`src/rtl/mul_share_arb_if.sv`:
```
// mul_share_arb_if: requester/response bundle between DSP clients and the shared multiplier
interface mul_share_arb_if #(
  parameter int NUM_REQ = 4,
  parameter int IDW = 2
);
  logic [NUM_REQ-1:0] req_valid;
  logic [NUM_REQ-1:0] req_ready;
  logic [NUM_REQ*16-1:0] req_a;
  logic [NUM_REQ*16-1:0] req_b;
  logic rsp_valid;
  logic rsp_ready;
  logic [31:0] rsp_data;
  logic [IDW-1:0] rsp_id;
  logic busy;
  logic [15:0] ops_count;
  modport master (
    output req_valid, req_a, req_b, rsp_ready,
    input req_ready, rsp_valid, rsp_data, rsp_id, busy, ops_count
  );
  modport slave (
    input req_valid, req_a, req_b, rsp_ready,
    output req_ready, rsp_valid, rsp_data, rsp_id, busy, ops_count
  );
endinterface

```
`src/rtl/mul_share_arb.sv`:
```
// mul_share_arb: round-robin arbiter sharing one 16x16 signed Baugh-Wooley multiplier,
// two register stages with valid/ready backpressure and ID-tagged responses
module mul_share_arb #(
  parameter int NUM_REQ = 4,
  parameter int IDW = 2
) (
  input logic clk,
  input logic rst_n,
  mul_share_arb_if.slave bus
);
  logic r_v1;
  logic [15:0] r_a, r_b;
  logic [IDW-1:0] r_id, r_ptr;
  logic r_rsp_valid;
  logic [31:0] r_rsp_data;
  logic [IDW-1:0] r_rsp_id;
  logic [15:0] r_ops;
  logic w_s2_adv, w_s1_adv, w_any, w_acc;
  logic [IDW-1:0] w_gid, w_idx;
  logic [31:0] w_prod;
  assign w_s2_adv = !r_rsp_valid | bus.rsp_ready;
  assign w_s1_adv = !r_v1 | w_s2_adv;
  assign w_any = |bus.req_valid;
  assign w_acc = w_any & w_s1_adv;
  assign bus.req_ready = w_acc ? (NUM_REQ'(1) << w_gid) : '0;
  assign bus.rsp_valid = r_rsp_valid;
  assign bus.rsp_data = r_rsp_data;
  assign bus.rsp_id = r_rsp_id;
  assign bus.busy = r_v1 | r_rsp_valid;
  assign bus.ops_count = r_ops;
  // scan from farthest to nearest so the closest requester after ptr wins
  always_comb begin
    w_gid = '0;
    w_idx = '0;
    for (int k = NUM_REQ; k >= 1; k--) begin
      w_idx = IDW'((int'(r_ptr) + k) % NUM_REQ);
      if (bus.req_valid[w_idx]) w_gid = w_idx;
    end
  end
  // Baugh-Wooley: sign-row/column partial products inverted, plus 2^16 and 2^31 corrections
  always_comb begin
    w_prod = 32'h8001_0000;
    for (int i = 0; i < 16; i++)
      for (int j = 0; j < 16; j++)
        w_prod = w_prod + (32'(r_a[i] & r_b[j] ^ ((i == 15) != (j == 15))) << (i + j));
  end
  always_ff @(posedge clk) begin
    if (!rst_n) begin
      r_v1 <= 1'b0;
      r_a <= '0;
      r_b <= '0;
      r_id <= '0;
      r_ptr <= IDW'(NUM_REQ - 1);
      r_rsp_valid <= 1'b0;
      r_rsp_data <= '0;
      r_rsp_id <= '0;
      r_ops <= '0;
    end else begin
      if (w_s1_adv) r_v1 <= w_acc;
      if (w_acc) begin
        r_a <= bus.req_a[{w_gid, 4'd0} +: 16];
        r_b <= bus.req_b[{w_gid, 4'd0} +: 16];
        r_id <= w_gid;
        r_ptr <= w_gid;
      end
      if (w_s2_adv) r_rsp_valid <= r_v1;
      if (w_s2_adv && r_v1) begin
        r_rsp_data <= w_prod;
        r_rsp_id <= r_id;
      end
      if (r_rsp_valid && bus.rsp_ready) r_ops <= r_ops + 16'd1;
    end
  end
endmodule

```
`src/flat_wrapper.sv`:
```
// flat-port wrapper written by rule: the top's interface ports become plain ports
module mul_share_arb_flat 
#(
  parameter int NUM_REQ = 4,
  parameter int IDW = 2
)
  (clk, rst_n, bus_req_valid, bus_req_a, bus_req_b, bus_rsp_ready, bus_req_ready, bus_rsp_valid, bus_rsp_data, bus_rsp_id, bus_busy, bus_ops_count);
  mul_share_arb_if #(.NUM_REQ(NUM_REQ), .IDW(IDW)) bus_i ();
  input logic clk;
  input logic rst_n;
  input wire logic [$bits(bus_i.req_valid)-1:0] bus_req_valid;
  input wire logic [$bits(bus_i.req_a)-1:0] bus_req_a;
  input wire logic [$bits(bus_i.req_b)-1:0] bus_req_b;
  input wire logic [$bits(bus_i.rsp_ready)-1:0] bus_rsp_ready;
  output wire logic [$bits(bus_i.req_ready)-1:0] bus_req_ready;
  output wire logic [$bits(bus_i.rsp_valid)-1:0] bus_rsp_valid;
  output wire logic [$bits(bus_i.rsp_data)-1:0] bus_rsp_data;
  output wire logic [$bits(bus_i.rsp_id)-1:0] bus_rsp_id;
  output wire logic [$bits(bus_i.busy)-1:0] bus_busy;
  output wire logic [$bits(bus_i.ops_count)-1:0] bus_ops_count;
  assign bus_i.req_valid = bus_req_valid;
  assign bus_i.req_a = bus_req_a;
  assign bus_i.req_b = bus_req_b;
  assign bus_i.rsp_ready = bus_rsp_ready;
  assign bus_req_ready = bus_i.req_ready;
  assign bus_rsp_valid = bus_i.rsp_valid;
  assign bus_rsp_data = bus_i.rsp_data;
  assign bus_rsp_id = bus_i.rsp_id;
  assign bus_busy = bus_i.busy;
  assign bus_ops_count = bus_i.ops_count;
  mul_share_arb #(.NUM_REQ(NUM_REQ), .IDW(IDW)) u_core (.clk(clk), .rst_n(rst_n), .bus(bus_i));
endmodule
```
`config.mk`:
```
export PLATFORM = sky130hd
export DESIGN_NAME = mul_share_arb_flat
export DESIGN_NICKNAME = d
export VERILOG_FILES = /design/src/rtl/mul_share_arb_if.sv /design/src/rtl/mul_share_arb.sv /design/src/flat_wrapper.sv
export SDC_FILE = /design/constraint.sdc
export NUM_CORES = 1
export LEC_CHECK = 0
export BUFFER_PORTS_ARGS = -buffer_cell sky130_fd_sc_hd__clkbuf_2
export CAP_MARGIN = 0
export CORE_UTILIZATION = 52
export CTS_CLUSTER_DIAMETER = 60
export CTS_CLUSTER_SIZE = 8
export DETAILED_ROUTE_END_ITERATION = 16
export PLACE_DENSITY_LB_ADDON = 0.05
export SKIP_CTS_REPAIR_TIMING = 1
export SYNTH_ARGS = -nofsm -noshare
export SYNTH_HDL_FRONTEND = slang
export SYNTH_SLANG_ARGS = --single-unit
```
`constraint.sdc`:
```
create_clock -name clk -period 7.7 [get_ports clk]
set_input_delay 1.54 -clock clk [delete_from_list [all_inputs] [get_ports clk]]
set_output_delay 1.54 -clock clk [all_outputs]
set_load 0.05 [all_outputs]
```
==> impl_metrics.yaml <==
outcome:
  status: "finished clean"
sta:
  slew_viol_final: 0
  setup_viol: 0
  rsz0062_at_grt: "false"
  finClkSkew_ps: 15.4
  tightest_slew_ps: 1070
  fmax_mhz: 158
  hold_violations: 0
  fin_crit_ps: 6320
  slew_headroom: 0.284
  whs_ps: 455
  finalSetupTns_ps: 0
  period_share: 0.820
pwr:
  pwr_density_cell_nw_per_um2: 451
  leakagePower_nw: 6.72
  swShare: 0.573
  p_int_w: 0.00272
  pwr-share-seq: 0.112
  combPwrFrac: 0.816
  p_sw_w: 0.00364
  clock_power_share: 0.072
  ir_worst_vdd_uv: 576
routing:
  dr.pass1.iters: 5
  drtIter0Drc: 563
  remaining_drc_errors: 0
  vias: 10614
  wl_per_cell_um: 18.3
  drt_wl_total_mm: 35.4
  ant_nets: 0
  vias_per_cell: 5.50
critical_path:
  worst-path-buf-inv: 5
  crit_chain: "nand2_1, fa_1, inv_1, fa_1, fa_1, inv_1, fa_1, inv_1, fa_1, inv_1, fa_1, inv_1, ha_1, a21oi_1, o221ai_1, a31oi_1, o21ai_0, xnor2_1, o21ai_0"
  cp_data_arrival_time_ps: 6560
  worstSetupEndpointType: "register"
  slowest_stage: "dfxtp_1"
  cp-start-kind: "register"
  cpPeakStageDelay_ps: 880
  crit_top_cell: "fa_1"
  crit_family: "adder cells"
  required_ps: 7940
  cp_max_fo: 17
  crit_type: "register to register"
yosys:
  yosysMostFrequentCell: "nand2_1"
  synth-edff-count: 0
  synth-seq-cells: 88
  netlist_area_um2: 12700
  syn_area_per_cell_um2: 8.57
  ys_seq_area_frac: 0.138
  yosys-top-cells-count: "nand2_1, fa_1, inv_1, and2_1, ha_1"
  synth.top_cells.by_area: "fa_1, dfxtp_1, ha_1"
  ys.flop_type: "dfxtp_1"
  async_reset_ff_frac: 0
  syn_nets: 1914
  synth_top_area_frac: 0.312
  synth_top_cell_by_area: "fa_1"
  synth_warnings: 0
  synth_cells: 1485
  yosysUniqueCellTypes: 56
grt:
  antenna_found_initial: 0
  grtUsageMet1: 0.431
  grt-ovfl-total: 0
  grt_pass1_vias: 10637
  track_usage: 0.302
  grt_use_met3: 0.0460
  grt_use_met2: 0.478
  grt_first_pass_wirelength_mm: 57.9
  grt_max_degree: 71
  grt-busiest-layer: "met2"
clock_network:
  cts_htree_levels: 3
  cts.clk_slew.worst_paths_ps: 80
  clock_sinks: 88
  cts_root_buf: "clkbuf_16"
  cts_buffer_depth: 2
  cts_made_buffers: 9
  cts_tree: "yes"
  clock_latency_ps: 360
flow_run:
  max_cap_viol_count: 0
placement:
  gp_congestion: 0.902
  post-dp-hpwl_mm: 27.5
  io_buffers: 190
min_path:
  hold_path.class: "register to register"
die:
  die-area_um2: 25100
  start_util: 0.536
  die_x_um: 158
  die_h_um: 158
  io_pins: 191
  rows: 56
  core_um2: 23800
layout:
  n_antenna_cell: 0
  drive_gt1_frac: 0.141
  fin_nets: 2036
  syn_to_final_growth_pct: 10.8
  fin_util: 0.594
==> state kept, by name, summed over array words and instances, names as in the netlist <==
name	count
u_core.r_b	16
u_core.r_ptr	2
u_core.r_v1	1
u_core.r_a	16
u_core.bus.rsp_id	2
u_core.bus.ops_count	16
u_core.bus.rsp_data	32
u_core.r_id	2
u_core.bus.rsp_valid	1
==> power groups by stage <==
stage | clock network [W] | logic [W] | registers, W
floorplan | 0 | 0.00365 | 0.000753
global placement | 0 | 0.00514 | 0.000715
detailed placement | 0 | 0.00513 | 0.000718
CTS | 0.000467 | 0.00520 | 0.000708
global route | 0.000480 | 0.00583 | 0.000723
finish | 0.000460 | 0.00518 | 0.000712
==> worst paths after layout <==
check	cells after the start	slack (ps)	startpoint	to
worst min register to register	2	450	u_core.r_id[0]	u_core.bus.rsp_id[0]
worst min-delay path	2	450	u_core.r_id[0]	u_core.bus.rsp_id[0]
worst max-delay path	19	1380	u_core.r_b[5]	u_core.bus.rsp_data[28]
worst max register to register	19	1380	u_core.r_b[5]	u_core.bus.rsp_data[28]
==> worst min-delay path: stages (launching register included) <==
cell,delay [ps]
dfxtp_1,310
nand2_1,50
a21boi_0,60
==> final cells by class <==
class	instances	area (um^2)
Inverter	192	721
Fill cell	2219	9650
Sequential cell	88	1760
Clock inverter	7	86.3
Tap cell	319	399
Multi-Input combinational cell	1116	9880
Timing Repair Buffer	200	1030
Clock buffer	9	225
==> logic make-up (layout without fill, tap and decap cells) <==
family | after synthesis | after routing | synth area share
and+or+nand+nor | 558 | 558 | 0.216
adders and majority gates | 294 | 294 | 0.406
buffers and inverters | 281 | 408 | 0.0854
AOI/OAI and AO/OA | 229 | 229 | 0.130
DFF | 88 | 88 | 0.138
xor gates and xnor gates | 33 | 33 | 0.0227
muxes | 2 | 2 | 0.00167
==> routing by layer <==
metal / up-vias / share of wire
met1: 5170 / 0.45
met3: 51 / 0.066
met2: 371 / 0.46
met4: 0 / 0.023
li1: 5022 / -
met5: - / 0
==> metrics by stage <==
step                total power, W  cell area, um^2  cells  setup slack (ps)
floorplan                  0.00440            12700   1485              2090
global placement           0.00586            13800   1915              1460
detailed placement         0.00585            13800   1915              1440
CTS                        0.00638            14100   1931              1400
global route               0.00703            14100   1931              1090
finish                     0.00635            14100   1931              1380
==> layout by cell type (no fill, tap or decap), types with 8 or more instances in the layout <==
cell type and n:
a211oi_1 37, a21boi_0 17, a21boi_1 32, a21oi_1 31
a311o_1 33, and2_1 140, and3_1 13, buf_4 10
clkbuf_16 9, clkbuf_2 190, dfxtp_1 88, fa_1 198
ha_1 96, inv_1 192, nand2_1 298, nand3_1 27
nand4_1 8, nor2_1 10, nor3b_1 35, o21ai_0 39
xnor2_1 25, xor2_1 8
(Power assumes the default switching activity.)
